[src/rtl/ahb_pkg.sv]
// Shared AHB-Lite encodings for the decoder/mux slice and its internal default slave.
// Also holds the helper that recognises an active (NONSEQ/SEQ) transfer.
package ahb_pkg;

    typedef enum logic [1:0] {
        HTRANS_IDLE   = 2'b00,
        HTRANS_BUSY   = 2'b01,
        HTRANS_NONSEQ = 2'b10,
        HTRANS_SEQ    = 2'b11
    } htrans_t;

    localparam logic HRESP_OKAY  = 1'b0;
    localparam logic HRESP_ERROR = 1'b1;

    typedef enum logic [1:0] {
        DS_IDLE = 2'b00,
        DS_ERR1 = 2'b01,
        DS_ERR2 = 2'b10
    } ds_state_t;

    function automatic logic trans_active(input logic [1:0] trans);
        return (trans == HTRANS_NONSEQ) || (trans == HTRANS_SEQ);
    endfunction

endpackage

[src/rtl/ahb_default_slave.sv]
// Internal default slave: two-cycle ERROR response for unmapped NONSEQ/SEQ accesses,
// zero-wait OKAY for everything else.
//
// state   | meaning
// DS_IDLE | no error in progress, HREADYOUT=1 HRESP=OKAY
// DS_ERR1 | first error cycle, HREADYOUT=0 HRESP=ERROR
// DS_ERR2 | second error cycle, HREADYOUT=1 HRESP=ERROR
module ahb_default_slave
    import ahb_pkg::*;
(
    input  logic       HCLK,
    input  logic       HRESETn,
    input  logic       sel,
    input  logic [1:0] HTRANS,
    input  logic       HREADY,
    output logic       HREADYOUT,
    output logic       HRESP
);

    ds_state_t state;
    ds_state_t state_next;
    logic      accept;

    assign accept = HREADY && sel && trans_active(HTRANS);

    always_ff @(posedge HCLK or negedge HRESETn) begin
        if (!HRESETn) begin
            state <= DS_IDLE;
        end else begin
            state <= state_next;
        end
    end

    always_comb begin
        state_next = state;
        HREADYOUT  = 1'b1;
        HRESP      = HRESP_OKAY;
        case (state)
            DS_IDLE: begin
                if (accept) begin
                    state_next = DS_ERR1;
                end
            end
            DS_ERR1: begin
                HREADYOUT  = 1'b0;
                HRESP      = HRESP_ERROR;
                state_next = DS_ERR2;
            end
            DS_ERR2: begin
                HRESP      = HRESP_ERROR;
                state_next = accept ? DS_ERR1 : DS_IDLE;
            end
            default: begin
                state_next = DS_IDLE;
            end
        endcase
    end

endmodule

[src/rtl/ahb_decode_mux.sv]
// Parametrised AHB-Lite address decoder and slave response multiplexer with an
// internal default slave and a sticky decode-error log for debug.
module ahb_decode_mux
    import ahb_pkg::*;
#(
    parameter int ADDR_WIDTH   = 32,
    parameter int DATA_WIDTH   = 32,
    parameter int SLAVE_COUNT  = 4,
    parameter int REGION_BITS  = 4,
    parameter logic [SLAVE_COUNT*REGION_BITS-1:0] REGION_MAP = {4'h3, 4'h2, 4'h1, 4'h0},
    parameter int ERRCNT_WIDTH = 8
) (
    input  logic                              HCLK,
    input  logic                              HRESETn,
    input  logic [ADDR_WIDTH-1:0]             HADDR,
    input  logic [1:0]                        HTRANS,
    output logic [SLAVE_COUNT-1:0]            HSEL,
    input  logic [SLAVE_COUNT*DATA_WIDTH-1:0] HRDATA_S,
    input  logic [SLAVE_COUNT-1:0]            HREADYOUT_S,
    input  logic [SLAVE_COUNT-1:0]            HRESP_S,
    output logic [DATA_WIDTH-1:0]             HRDATA,
    output logic                              HREADY,
    output logic                              HRESP,
    output logic                              DEC_ERR,
    output logic [ADDR_WIDTH-1:0]             DEC_ERR_ADDR,
    output logic [ERRCNT_WIDTH-1:0]           DEC_ERR_CNT,
    input  logic                              DEC_ERR_CLR
);

    // Bit SLAVE_COUNT of the owner vector is the internal default slave.
    localparam logic [SLAVE_COUNT:0] DP_DEFAULT = {1'b1, {SLAVE_COUNT{1'b0}}};

    logic [REGION_BITS-1:0] tag;
    logic [SLAVE_COUNT-1:0] hsel_dec;
    logic                   hit_none;
    logic [SLAVE_COUNT:0]   dp_sel;
    logic                   ds_hreadyout;
    logic                   ds_hresp;
    logic                   err_accept;

    assign tag = HADDR[ADDR_WIDTH-1 -: REGION_BITS];

    // Lowest index wins on duplicate tags so the select stays one-hot.
    always_comb begin
        logic found;
        found    = 1'b0;
        hsel_dec = '0;
        for (int i = 0; i < SLAVE_COUNT; i++) begin
            if (!found && (tag == REGION_MAP[i*REGION_BITS +: REGION_BITS])) begin
                hsel_dec[i] = 1'b1;
                found       = 1'b1;
            end
        end
    end

    assign HSEL     = hsel_dec;
    assign hit_none = ~|hsel_dec;

    always_ff @(posedge HCLK or negedge HRESETn) begin
        if (!HRESETn) begin
            dp_sel <= DP_DEFAULT;
        end else if (HREADY) begin
            dp_sel <= {hit_none, hsel_dec};
        end
    end

    always_comb begin
        HRDATA = '0;
        HREADY = 1'b1;
        HRESP  = HRESP_OKAY;
        if (dp_sel[SLAVE_COUNT]) begin
            HREADY = ds_hreadyout;
            HRESP  = ds_hresp;
        end
        for (int i = 0; i < SLAVE_COUNT; i++) begin
            if (dp_sel[i]) begin
                HRDATA = HRDATA_S[i*DATA_WIDTH +: DATA_WIDTH];
                HREADY = HREADYOUT_S[i];
                HRESP  = HRESP_S[i];
            end
        end
    end

    ahb_default_slave u_default_slave (
        .HCLK      (HCLK),
        .HRESETn   (HRESETn),
        .sel       (hit_none),
        .HTRANS    (HTRANS),
        .HREADY    (HREADY),
        .HREADYOUT (ds_hreadyout),
        .HRESP     (ds_hresp)
    );

    assign err_accept = HREADY && hit_none && trans_active(HTRANS);

    // Clear has priority so software never loses a clear to a racing error.
    always_ff @(posedge HCLK or negedge HRESETn) begin
        if (!HRESETn) begin
            DEC_ERR      <= 1'b0;
            DEC_ERR_ADDR <= '0;
            DEC_ERR_CNT  <= '0;
        end else if (DEC_ERR_CLR) begin
            DEC_ERR      <= 1'b0;
            DEC_ERR_ADDR <= '0;
            DEC_ERR_CNT  <= '0;
        end else if (err_accept) begin
            if (DEC_ERR_CNT != {ERRCNT_WIDTH{1'b1}}) begin
                DEC_ERR_CNT <= DEC_ERR_CNT + 1'b1;
            end
            if (!DEC_ERR) begin
                DEC_ERR      <= 1'b1;
                DEC_ERR_ADDR <= HADDR;
            end
        end
    end

endmodule

[config.mk]
export PLATFORM = sky130hd
export DESIGN_NAME = ahb_decode_mux
export DESIGN_NICKNAME = d
export VERILOG_FILES = /design/src/rtl/ahb_pkg.sv /design/src/rtl/ahb_default_slave.sv /design/src/rtl/ahb_decode_mux.sv
export SDC_FILE = /design/constraint.sdc
export NUM_CORES = 1
export LEC_CHECK = 0
export BUFFER_PORTS_ARGS = -buffer_cell sky130_fd_sc_hd__buf_4
export CORE_MARGIN = 2
export CORE_UTILIZATION = 36
export DETAILED_ROUTE_END_ITERATION = 8
export PLACE_DENSITY = 0.78
export SYNTH_ARGS = -nofsm -noshare
export SYNTH_HDL_FRONTEND = slang
export SYNTH_SLANG_ARGS = --single-unit
[constraint.sdc]
create_clock -name HCLK -period 2.05 [get_ports HCLK]
set_input_delay 0.41 -clock HCLK [delete_from_list [all_inputs] [get_ports HCLK]]
set_output_delay 0.41 -clock HCLK [all_outputs]
set_load 0.005 [all_outputs]
==> results of run 1 <==
final cells by class:
| class | instances | share of cell area [%] |
|---|---|---|
| Multi-Input combinational cell | 273 | 33.3 |
| Clock inverter | 3 | 0.730 |
| Sequential cell | 48 | 20.7 |
| Clock buffer | 5 | 1.18 |
| Timing Repair Buffer | 297 | 41.4 |
| Tap cell | 108 | 2.32 |
| Inverter | 6 | 0.386 |
routing by layer:
metal	GRT usage, %	vias to the layer above
li1	-	1855
met1	28.8	1818
met2	42.7	188
met3	5.40	41
met4	10.5	0
met5	0	-
worst paths after layout:
path	start	end	slack, ps	cells past startpoint
setup reg to reg	u_default_slave.state[0]	DEC_ERR_ADDR[26]	-130	9
max in group asynchronous	HRESETn	dp_sel[1]	1510	1
setup / recovery	u_default_slave.state[0]	HRESP	-140	8
hold / removal	HRESETn	DEC_ERR_ADDR[3]	120	1
hold reg to reg	dp_sel[4]	dp_sel[4]	500	2
min in group HCLK	HADDR[24]	DEC_ERR_ADDR[24]	350	3
cells in the mapped netlist (2+ instances only):
library cell   n
a221o_1       31
inv_1          6
nor3b_1        2
mux2i_1       35
nor4_1         2
ha_1           6
nand2_1       42
clkbuf_1      25
nor2b_1        5
dfrtp_1       47
nor3_1         2
nand4_1        3
o21ai_0       67
nand3b_1       2
xor2_1         3
buf_4          3
o31ai_1        2
nand3_1        3
nor2_1        39
a221oi_1       2
a21oi_1        7
mux2_2         4
cells by family after synthesis:
kind of cell    Yosys count  synth area share (%)
compound gates          115                  24.6
xor+xnor                  3                 0.833
fa+ha+maj                 6                  2.38
buf+inv                  36                  4.92
flops                    48                  38.1
mux                      39                  12.5
simple gates            110                  16.7
repair_timing:
action | CTS | global route
pin swaps | 5 | 10
cloned | 1 | 4
gates resized for setup | 20 | 48
setup endpoints to repair | 66 | 80
setup buffers | 20 | 10
where the power goes:
part	leakage [nW]	total (mW)	switching (mW)	internal (mW)
Combinational	2.34	2.49	0.999	1.49
Clock	0.0541	0.687	0.326	0.361
Sequential	0.646	1.18	0.103	1.07
sequential cells by signal, summed over array words and instances (netlist names):
signal / count
DEC_ERR_CNT: 8
dp_sel: 5
u_default_slave.state: 2
DEC_ERR_ADDR: 32
DEC_ERR: 1
critical path: cells and delay by family (launching register included):
kind	cells	cell delay (ps)
flops	1	430
compound gates	3	430
buf+inv	2	240
simple gates	2	200
fa+ha+maj	1	190
stage by stage:
stage / setup TNS [ps] / area, um2 / total power, mW / util (%) / instances
detailed placement: -4580 / 5200 / 3.06 / 60.5 / 703
floorplan: 0 / 3150 / 2.08 / - / 357
global placement: -2520 / 5200 / 3.00 / 60.5 / 703
CTS: -4130 / 5580 / 4.08 / 64.9 / 732
finish: -4580 / 5830 / 4.35 / 67.8 / 740
global route: -11200 / 5830 / 4.62 / 67.8 / 740
==> results.toml, run 1 <==
[cells_and_area]
area.growth.synth_to_final_pct = 84.8
layout.cells.most_common_list = "buf_4 (271), o21ai_0 (54), dfrtp_1 (44), nand2_1 (40), nor2_1 (39)"
post_route_cells_drive_above_1_share_pct = 54.3
ff_latch_area_um2 = 1210
final_common_cell = "buf_4"
nFillCells = 713
insertedDiodeCount = 0
multi_input_comb_area_um2 = 1940
num-nets-final = 810

[timing]
fin_worst_skew_ps = 6.12
layout_setup_ws_ps = -145
maxSlewHeadroom_pct = 60.3
slew_at_the_pin_closest_to_its_max_slew_limit_ps = 596
grt_setup_unrepaired = "true"
min_clock_period_post_route_ps = 2190
final_max_slew_viol_count = 0
number_of_setup_violations_in_the_final_report = 65
fmax_ghz = 0.456
final_clock_period_utilization_by_the_worst_path_pct = 107
fin_worst_hold_slack_ps = 119
finalHoldViolCount = 0

[worst_setup_path]
timing.critical_path.from_type = "flip-flop"
worst-setup-path-type = "flip-flop to output pin"
crit_path_max_incr_delay_ps = 430
critPathMaxFanout = 3
crit_chain = "inv_2 > ha_4 > nor2b_4 > a221oi_2 > nor3_1 > a21oi_1 > o21ai_1 > buf_4"
critical_path.endpoint_type = "output pin"
worst-endpoint-arrival_ps = 1780
timing.critical_path.slowest_stage_cell = "dfrtp_1"
worst_ep_required_time_ps = 1640

[global_route]
grt_pass1_vias = 3866
grt_overflow_total = 0
groute.usage.overall_pct = 24.4
antenna_found_initial = 0
grt_pass1_wl_um = 19100
grt_start_max_net_pins = 69

[pwr]
ir_worst_vdd_v = 0.000630
power_density_nw_per_um2 = 747
cellLeakagePower_nw = 3.04

[yosys]
synthArstFlopShare_pct = 100
postSynthCellCount = 357
synth_seq_cells = 48
mapped_cell_area_um2 = 3150
synth-seq-area-share_pct = 38.1
synth_top_flop_cell = "dfrtp_1"
synth_edf_count = 0
synthesis.area_per_instance_um2 = 8.84
yosys_warnings = 0
mappedNetlistNets = 536
post_synth_main_area_contributors = "dfrtp_1 (37%), mux2i_1 (11%), o21ai_0 (11%)"
synth_largest_type_area_fraction_pct = 37.3
yosys.area.top_type = "dfrtp_1"
synthDistinctLibCells = 41

[detailed_routing]
routedWlPerCell_um = 17.1
totalWireLength_um = 12700
detail_route.first_pass.iterations = 4
avgViaCountPerCell = 5.27
route.met3.wl_um = 969
drc = 0
dr_wl_met2_um = 6300
ant_nets = 0
wl_met1_um = 4860
first_iter_violations = 96
route.top_layer_used = "met4"
dr_total_vias = 3902

[place]
finalWeightedCongestion = 0.998
number_of_i_o_port_buffers = 250
placement.setup.worst_slack_ps = -189
place.detailed.hpwl_um = 9110

[die]
horizontal_die_dimension_um = 97.6
chip_height_um = 97.6
fp.dieArea_um2 = 9530
fp-row-count = 34
num_io_pins = 252
placeableCoreArea_um2 = 8590
floorplan.initialDensity_pct = 36.7

[clock_tree]
root_buffer = "clkbuf_8"
tritoncts = "done"
clock_sink_count = 48
clkTransAtPathRegs_ps = 90
htreeDepth = 2
tritoncts_buffers = 5
ctsLongestPathBuffers = 2
post_cts_hold_buffer_count = 0
clk_latency_ps = 300

[job]
timing.max_cap.violations = 0

[outcome]
status = "complete, but fails checks"
failed_checks = "negative setup slack"

[min_path]
worst_hold_path_type = "input port to asynchronous set/reset pin"
Note: power is estimated with default switching activity, not from simulation.
==> inputs of run 2 (changes only) <==
--- a/config.mk
+++ b/config.mk
@@ -5,11 +5,11 @@
 export SDC_FILE = /design/constraint.sdc
 export NUM_CORES = 1
 export LEC_CHECK = 0
-export BUFFER_PORTS_ARGS = -buffer_cell sky130_fd_sc_hd__buf_4
-export CORE_MARGIN = 2
-export CORE_UTILIZATION = 36
+export CORE_AREA = 2 2 97 99
+export CTS_BUF_LIST = sky130_fd_sc_hd__clkbuf_16
 export DETAILED_ROUTE_END_ITERATION = 8
-export PLACE_DENSITY = 0.78
+export DIE_AREA = 0 0 99 101
+export DONT_BUFFER_PORTS = 1
 export SYNTH_ARGS = -nofsm -noshare
 export SYNTH_HDL_FRONTEND = slang
 export SYNTH_SLANG_ARGS = --single-unit
==> results.toml, run 2 (same netlist as run 1, synthesis figures left out) <==
[pwr]
combPwrFrac_pct = 42.2
ir_worst_vdd_v = 0.000514
fin_total_pwr_mw = 4.10
power_frac_clock_pct = 28.6
share_seq_of_total_power_pct = 29.2
power_density_nw_per_um2 = 1010
total_switching_power_mw = 1.29
netSwitchingFraction_pct = 31.4
internal_power_mw = 2.81
cellLeakagePower_nw = 1.89

[timing]
grt_setup_unrepaired = "true"
fin_worst_skew_ps = 4.81
layout_setup_ws_ps = -126
fmax_ghz = 0.460
maxSlewHeadroom_pct = 60.8
final_clock_period_utilization_by_the_worst_path_pct = 106
final_max_slew_viol_count = 0
fin_worst_hold_slack_ps = 177
finalHoldViolCount = 0
slew_at_the_pin_closest_to_its_max_slew_limit_ps = 582
number_of_setup_violations_in_the_final_report = 6
min_clock_period_post_route_ps = 2180

[detailed_routing]
ant_nets = 0
first_iter_violations = 81
routedWlPerCell_um = 22.7
avgViaCountPerCell = 5.97
drc = 0
dr_total_vias = 2955
totalWireLength_um = 11200
detail_route.first_pass.iterations = 4

[global_route]
antenna_found_initial = 0
grt_overflow_total = 0
grt_pass1_wl_um = 15300
groute.usage.overall_pct = 19.9
grt_pass1_vias = 2702
grt_start_max_net_pins = 70

[place]
number_of_i_o_port_buffers = 0
place.detailed.instances = 456
place.detailed.hpwl_um = 8190
postPlaceCellArea_um2 = 3320
finalWeightedCongestion = 0.832

[cells_and_area]
top_register = "DEC_ERR_ADDR"
layout.cells.most_common_list = "o21ai_1 (48), dfrtp_1 (44), nand2_1 (42), nor2_1 (39), mux2i_1 (35)"
post_route_cells_drive_above_1_share_pct = 25.5
largest_register_ffs = 32
insertedDiodeCount = 0
nFillCells = 864
num-nets-final = 562
largest_registers = "DEC_ERR_ADDR: 32 flops, DEC_ERR_CNT: 8 flops, dp_sel: 5 flops"
area.growth.synth_to_final_pct = 28.4
final_common_cell = "o21ai_1"
layoutNonFillerInstCount = 495
layout.cell_area.non_filler_um2 = 4050

[min_path]
holdPathEnd = "DEC_ERR_CNT[7]"
hold_start = "DEC_ERR_CLR"
worst_hold_path_type = "input port to flip-flop"
whs_path_depth = 1

[clock_tree]
clock_sink_count = 48
clk_latency_ps = 280
clkTransAtPathRegs_ps = 60
htreeDepth = 2
tritoncts_buffers = 5
tritoncts = "done"
ctsLongestPathBuffers = 2
root_buffer = "clkbuf_16"

[outcome]
failed_checks = "negative setup slack"
status = "complete, but fails checks"

[worst_setup_path]
timing.critical_path.slowest_stage_cell = "dfrtp_1"
reg2reg_from = "u_default_slave.state[0]"
critical_path.endpoint_type = "output pin"
worst_ep_required_time_ps = 1640
worst-setup-path-type = "flip-flop to output pin"
timing.critical_path.from_type = "flip-flop"
crit_path_max_incr_delay_ps = 410
crit-reg2reg-capture = "dp_sel[3]"
critPathMaxFanout = 3
crit_chain = "ha_2 > and3b_2 > o31ai_2 > o21ai_1 > o21a_2 > inv_2"
worst-endpoint-arrival_ps = 1770
r2r_slack_ps = -50
r2r.worst_path.cells = 11

[die]
fp.dieArea_um2 = 10000
chip_height_um = 101
floorplan.initialDensity_pct = 35.1
num_io_pins = 252
horizontal_die_dimension_um = 99
placeableCoreArea_um2 = 8980
fp-row-count = 35

[job]
timing.max_cap.violations = 0
[run 2: cell types whose count changed in the layout (fill, tap and decap cells not counted), sizes merged]
| cell | delta |
|---|---|
| buf | -250 |
| clkbuf | +1 |
| clkinv | -1 |
| bufinv | +2 |
| dlygate4sd3 | +1 |
| clkinvlp | -1 |
[run 2: power by group through the flow]
stage,logic [mW],registers [mW],clock network (mW)
3_3_place_gp,1.15,1.20,0
2_1_floorplan,0.906,1.17,0
3_5_place_dp,1.20,1.20,0
5_1_grt,1.89,1.22,1.24
4_1_cts,1.49,1.19,1.19
6_report,1.73,1.20,1.17
[run 2: cell type report]
cell class	instances	area (um2)	share of cell area [%]
multi-input combinational	273	1930	47.7
sequential	48	1210	29.8
clock buffer	5	125	3.09
tap	111	139	3.43
timing repair buffer	49	534	13.2
inverter	6	22.5	0.556
clock inverter	3	90.1	2.22
[run 2: critical path: cells and delay by family (launching register included)]
family	cells	cell delay, ps
and+or+nand+nor	1	220
adders and majority gates	1	190
DFF	1	410
buffers and inverters	1	60
AOI/OAI and AO/OA	3	610
[run 2: repair_timing]
item,in CTS,in global routing
hold endpoints to repair,48,0
hold buffers,2,0
cloned,1,3
pin swaps,7,17
setup endpoints to repair,29,62
setup buffers,14,11
resized for setup,40,71
[run 2: how the worst max path moves through the flow]
| stage | depth (start not counted) | slack (ps) | endpoint | start |
|---|---|---|---|---|
| after global placement | 8 | 20 | HRESP | u_default_slave.state[0] |
| final | 6 | -130 | HREADY | u_default_slave.state[0] |
| after global routing | 8 | -190 | HRESP | u_default_slave.state[0] |
| after CTS | 8 | -130 | HRESP | u_default_slave.state[1] |
| after detailed placement | 8 | 20 | HRESP | u_default_slave.state[0] |
| after floorplan | 7 | 50 | DEC_ERR_CNT[7] | u_default_slave.state[1] |
[run 2: metal layers]
| layer | GRT usage [%] | vias up | part of all wire [%] |
|---|---|---|---|
| met1 | 22.8 | 1391 | 35 |
| met5 | 0 | - | 0 |
| met3 | 6.17 | 13 | 11 |
| met2 | 35.4 | 189 | 52 |
| met4 | 6.22 | 0 | 1.8 |
| li1 | - | 1362 | - |
[run 2: metrics by stage]
| stage | setup TNS [ps] | worst slack, ps | utilization [%] |
|---|---|---|---|
| global placement | 0 | 17.7 | 37.0 |
| detailed placement | 0 | 16.0 | 37.0 |
| floorplan | 0 | 51.4 | - |
| finish | -323 | -126 | 45.1 |
| global route | -2330 | -195 | 45.1 |
| CTS | -211 | -131 | 42.0 |
==> inputs of run 3 (changes only) <==
--- a/config.mk
+++ b/config.mk
@@ -5,11 +5,13 @@
 export SDC_FILE = /design/constraint.sdc
 export NUM_CORES = 1
 export LEC_CHECK = 0
-export CORE_AREA = 2 2 97 99
+export CORE_AREA = 2 2 98 100
 export CTS_BUF_LIST = sky130_fd_sc_hd__clkbuf_16
 export DETAILED_ROUTE_END_ITERATION = 8
-export DIE_AREA = 0 0 99 101
+export DIE_AREA = 0 0 100 102
 export DONT_BUFFER_PORTS = 1
+export PLACE_DENSITY = 0.56
 export SYNTH_ARGS = -nofsm -noshare
 export SYNTH_HDL_FRONTEND = slang
+export SYNTH_HIERARCHICAL = 1
 export SYNTH_SLANG_ARGS = --single-unit
==> results.toml, run 3 <==
[outcome]
status = "complete, but fails checks"
failed_checks = "negative setup slack"

[yosys]
synthDistinctLibCells = 40
mappedNetlistNets = 577
synth-seq-area-share_pct = 37.1
synth_top_flop_cell = "dfrtp_1"
synth_largest_type_area_fraction_pct = 36.3
synth.most_common_cell = "nor2_1"
synthArstFlopShare_pct = 100
synth_seq_cells = 48
yosys.area.top_type = "dfrtp_1"
mapped_cell_area_um2 = 3240
synthesis.area_per_instance_um2 = 8.14
synth_edf_count = 0
synth_commonest_cells = "nor2_1 (71), dfrtp_1 (47), nand2_1 (42), a21oi_1 (40), o21ai_0 (38)"
post_synth_main_area_contributors = "dfrtp_1 (36%), mux2i_1 (11%), nor2_1 (8.2%)"
postSynthCellCount = 398
yosys_warnings = 6

[die]
placeableCoreArea_um2 = 9110
horizontal_die_dimension_um = 100
chip_height_um = 102
fp.dieArea_um2 = 10200
fp-row-count = 35
floorplan.initialDensity_pct = 35.6
num_io_pins = 252

[worst_setup_path]
timing.critical_path.from_type = "flip-flop"
worst-setup-path-type = "flip-flop to output pin"
critPathMaxFanout = 6
worst_ep_required_time_ps = 1640
worst-endpoint-arrival_ps = 1670
critical_path.endpoint_type = "output pin"

[pwr]
netSwitchingFraction_pct = 33.4
power_density_nw_per_um2 = 901
total_switching_power_mw = 1.25
combPwrFrac_pct = 43.4
share_seq_of_total_power_pct = 32.1
ir_worst_vdd_v = 0.000849
cellLeakagePower_nw = 1.92
power_frac_clock_pct = 24.5
internal_power_mw = 2.49

[timing]
finalHoldViolCount = 0
fin_worst_hold_slack_ps = 174
slew_at_the_pin_closest_to_its_max_slew_limit_ps = 404
fin_worst_skew_ps = 8.44
number_of_setup_violations_in_the_final_report = 3
layout_setup_ws_ps = -34.8
min_clock_period_post_route_ps = 2080
fin_setup_tns_ps = -62.6
maxSlewHeadroom_pct = 72.9
grt_setup_unrepaired = "true"
final_max_slew_viol_count = 0
final_clock_period_utilization_by_the_worst_path_pct = 102
fmax_ghz = 0.480

[place]
number_of_i_o_port_buffers = 0
finalWeightedCongestion = 0.787
place.detailed.instances = 492
place.detailed.hpwl_um = 7340

[cells_and_area]
layout.cells.most_common_list = "nor2_1 (71), dfrtp_1 (42), nand2_1 (42), a21oi_1 (36), mux2i_1 (34)"
multi_input_comb_area_um2 = 2040
final_common_cell = "nor2_1"
layoutNonFillerInstCount = 537
top_register = "DEC_ERR_ADDR"
ff_latch_area_um2 = 1210
area.growth.synth_to_final_pct = 28.0
num-nets-final = 603
largest_registers = "DEC_ERR_ADDR: 32 flops, DEC_ERR_CNT: 8 flops, dp_sel: 5 flops"
largest_register_ffs = 32
nFillCells = 856
post_route_cells_drive_above_1_share_pct = 25.9

[global_route]
use_met2_pct = 29.6
groute.usage.overall_pct = 17.0
grt_start_max_net_pins = 49
grt_use_met1_pct = 20.9
antenna_found_initial = 1
grt_overflow_total = 0
grt_pass1_wl_um = 13700
grt_pass1_vias = 2698
grt_util_met3_pct = 4.58
globalRoute.busiestLayer = "met2"

[detailed_routing]
detail_route.first_pass.iterations = 4
avgViaCountPerCell = 5.75
drc = 0
dr_total_vias = 3086
routedWlPerCell_um = 19.8
first_iter_violations = 186
totalWireLength_um = 10600
ant_nets = 0

[clock_tree]
tritoncts_buffers = 5
tritoncts = "done"
ctsLongestPathBuffers = 2
root_buffer = "clkbuf_16"
clk_latency_ps = 290
htreeDepth = 2
clock_sink_count = 48
clkTransAtPathRegs_ps = 70

[job]
timing.max_cap.violations = 0

[min_path]
worst_hold_path_type = "input port to flip-flop"
run 3: cell types whose count changed after synthesis, moves of 4 or more:
cell      before  now
o21ai_0       67   38
nand3_1        3    7
a22oi_1        0   30
clkbuf_1      25   21
nor2_1        39   71
a221o_1       31    0
a21oi_1        7   40
run 3: worst max-delay path, cell delays in order (launching register included):
cell	delay [ps]
dfrtp_2	420
nor2b_4	190
buf_6	140
a22oi_2	50
nor2_1	150
a21oi_1	60
o21ai_1	230
buf_4	160
run 3: logic make-up (layout without fill, tap and decap cells):
kind of cell | Yosys count | in the layout | share of synthesized area [%]
DFF | 48 | 48 | 37.1
buffers and inverters | 40 | 66 | 5.83
other | 0 | 1 | 0
muxes | 40 | 40 | 12.7
and+or+nand+nor | 147 | 148 | 20.0
adders and majority gates | 6 | 6 | 2.32
AOI/OAI and AO/OA | 116 | 116 | 21.7
xor gates and xnor gates | 1 | 1 | 0.270
run 3: layer usage:
metal  part of all wire [%]  wire length, um  vias up
li1                       -                -     1449
met1                     37             3990     1447
met2                     51             5390      175
met3                    9.2              975       15
met4                    2.6              279        0
met5                      0                0        -
run 3: area by class of cell:
| type | count | share of cell area [%] |
|---|---|---|
| inverters | 7 | 0.633 |
| diodes | 1 | 0.0603 |
| multi-input cells | 311 | 49.1 |
| well taps | 111 | 3.35 |
| repair buffers | 51 | 13.7 |
| clock inverters | 3 | 1.03 |
| clock buffers | 5 | 3.02 |
| flip-flops and latches | 48 | 29.1 |
run 3: per-stage QoR:
stage                     util [%]  power [mW]  worst slack [ps]  area (um2)
after CTS                     41.3        3.43             -55.6        3760
final                         45.5        3.74             -34.8        4150
after detailed placement      37.1        2.24              43.0        3380
after global routing          45.5        3.96              -135        4150
after floorplan                  -        2.01               130        3240
after global placement        37.1        2.21              76.8        3380
run 3: repair_timing:
item,4_1_cts,5_1_grt
gates resized for setup,25,55
endpoints found under the hold margin,48,0
gates cloned,0,6
setup endpoints to repair,28,69
hold buffers,2,0
buffers inserted,17,12
pin swaps,7,15
run 3: path summary, 6_finish.rpt:
| check | start | slack, ps | cells after the start | to |
|---|---|---|---|---|
| max | dp_sel[0] | -30 | 7 | HRDATA[22] |
| min | DEC_ERR_CLR | 170 | 1 | DEC_ERR_CNT[3] |
| max reg2reg | u_default_slave/state[0] | 10 | 13 | dp_sel[3] |
| min reg2reg | DEC_ERR_ADDR[16] | 550 | 2 | DEC_ERR_ADDR[16] |
| max in group asynchronous | HRESETn | 1130 | 2 | dp_sel[4] |
| min in group asynchronous | HRESETn | 630 | 2 | DEC_ERR_ADDR[15] |
run 3: power by group through the flow:
stage	sequential [mW]	combinational, mW	clock [mW]
6_report	1.20	1.62	0.917
5_1_grt	1.22	1.76	0.976
4_1_cts	1.20	1.30	0.933
3_5_place_dp	1.21	1.03	0
3_3_place_gp	1.21	1.00	0
2_1_floorplan	1.16	0.842	0
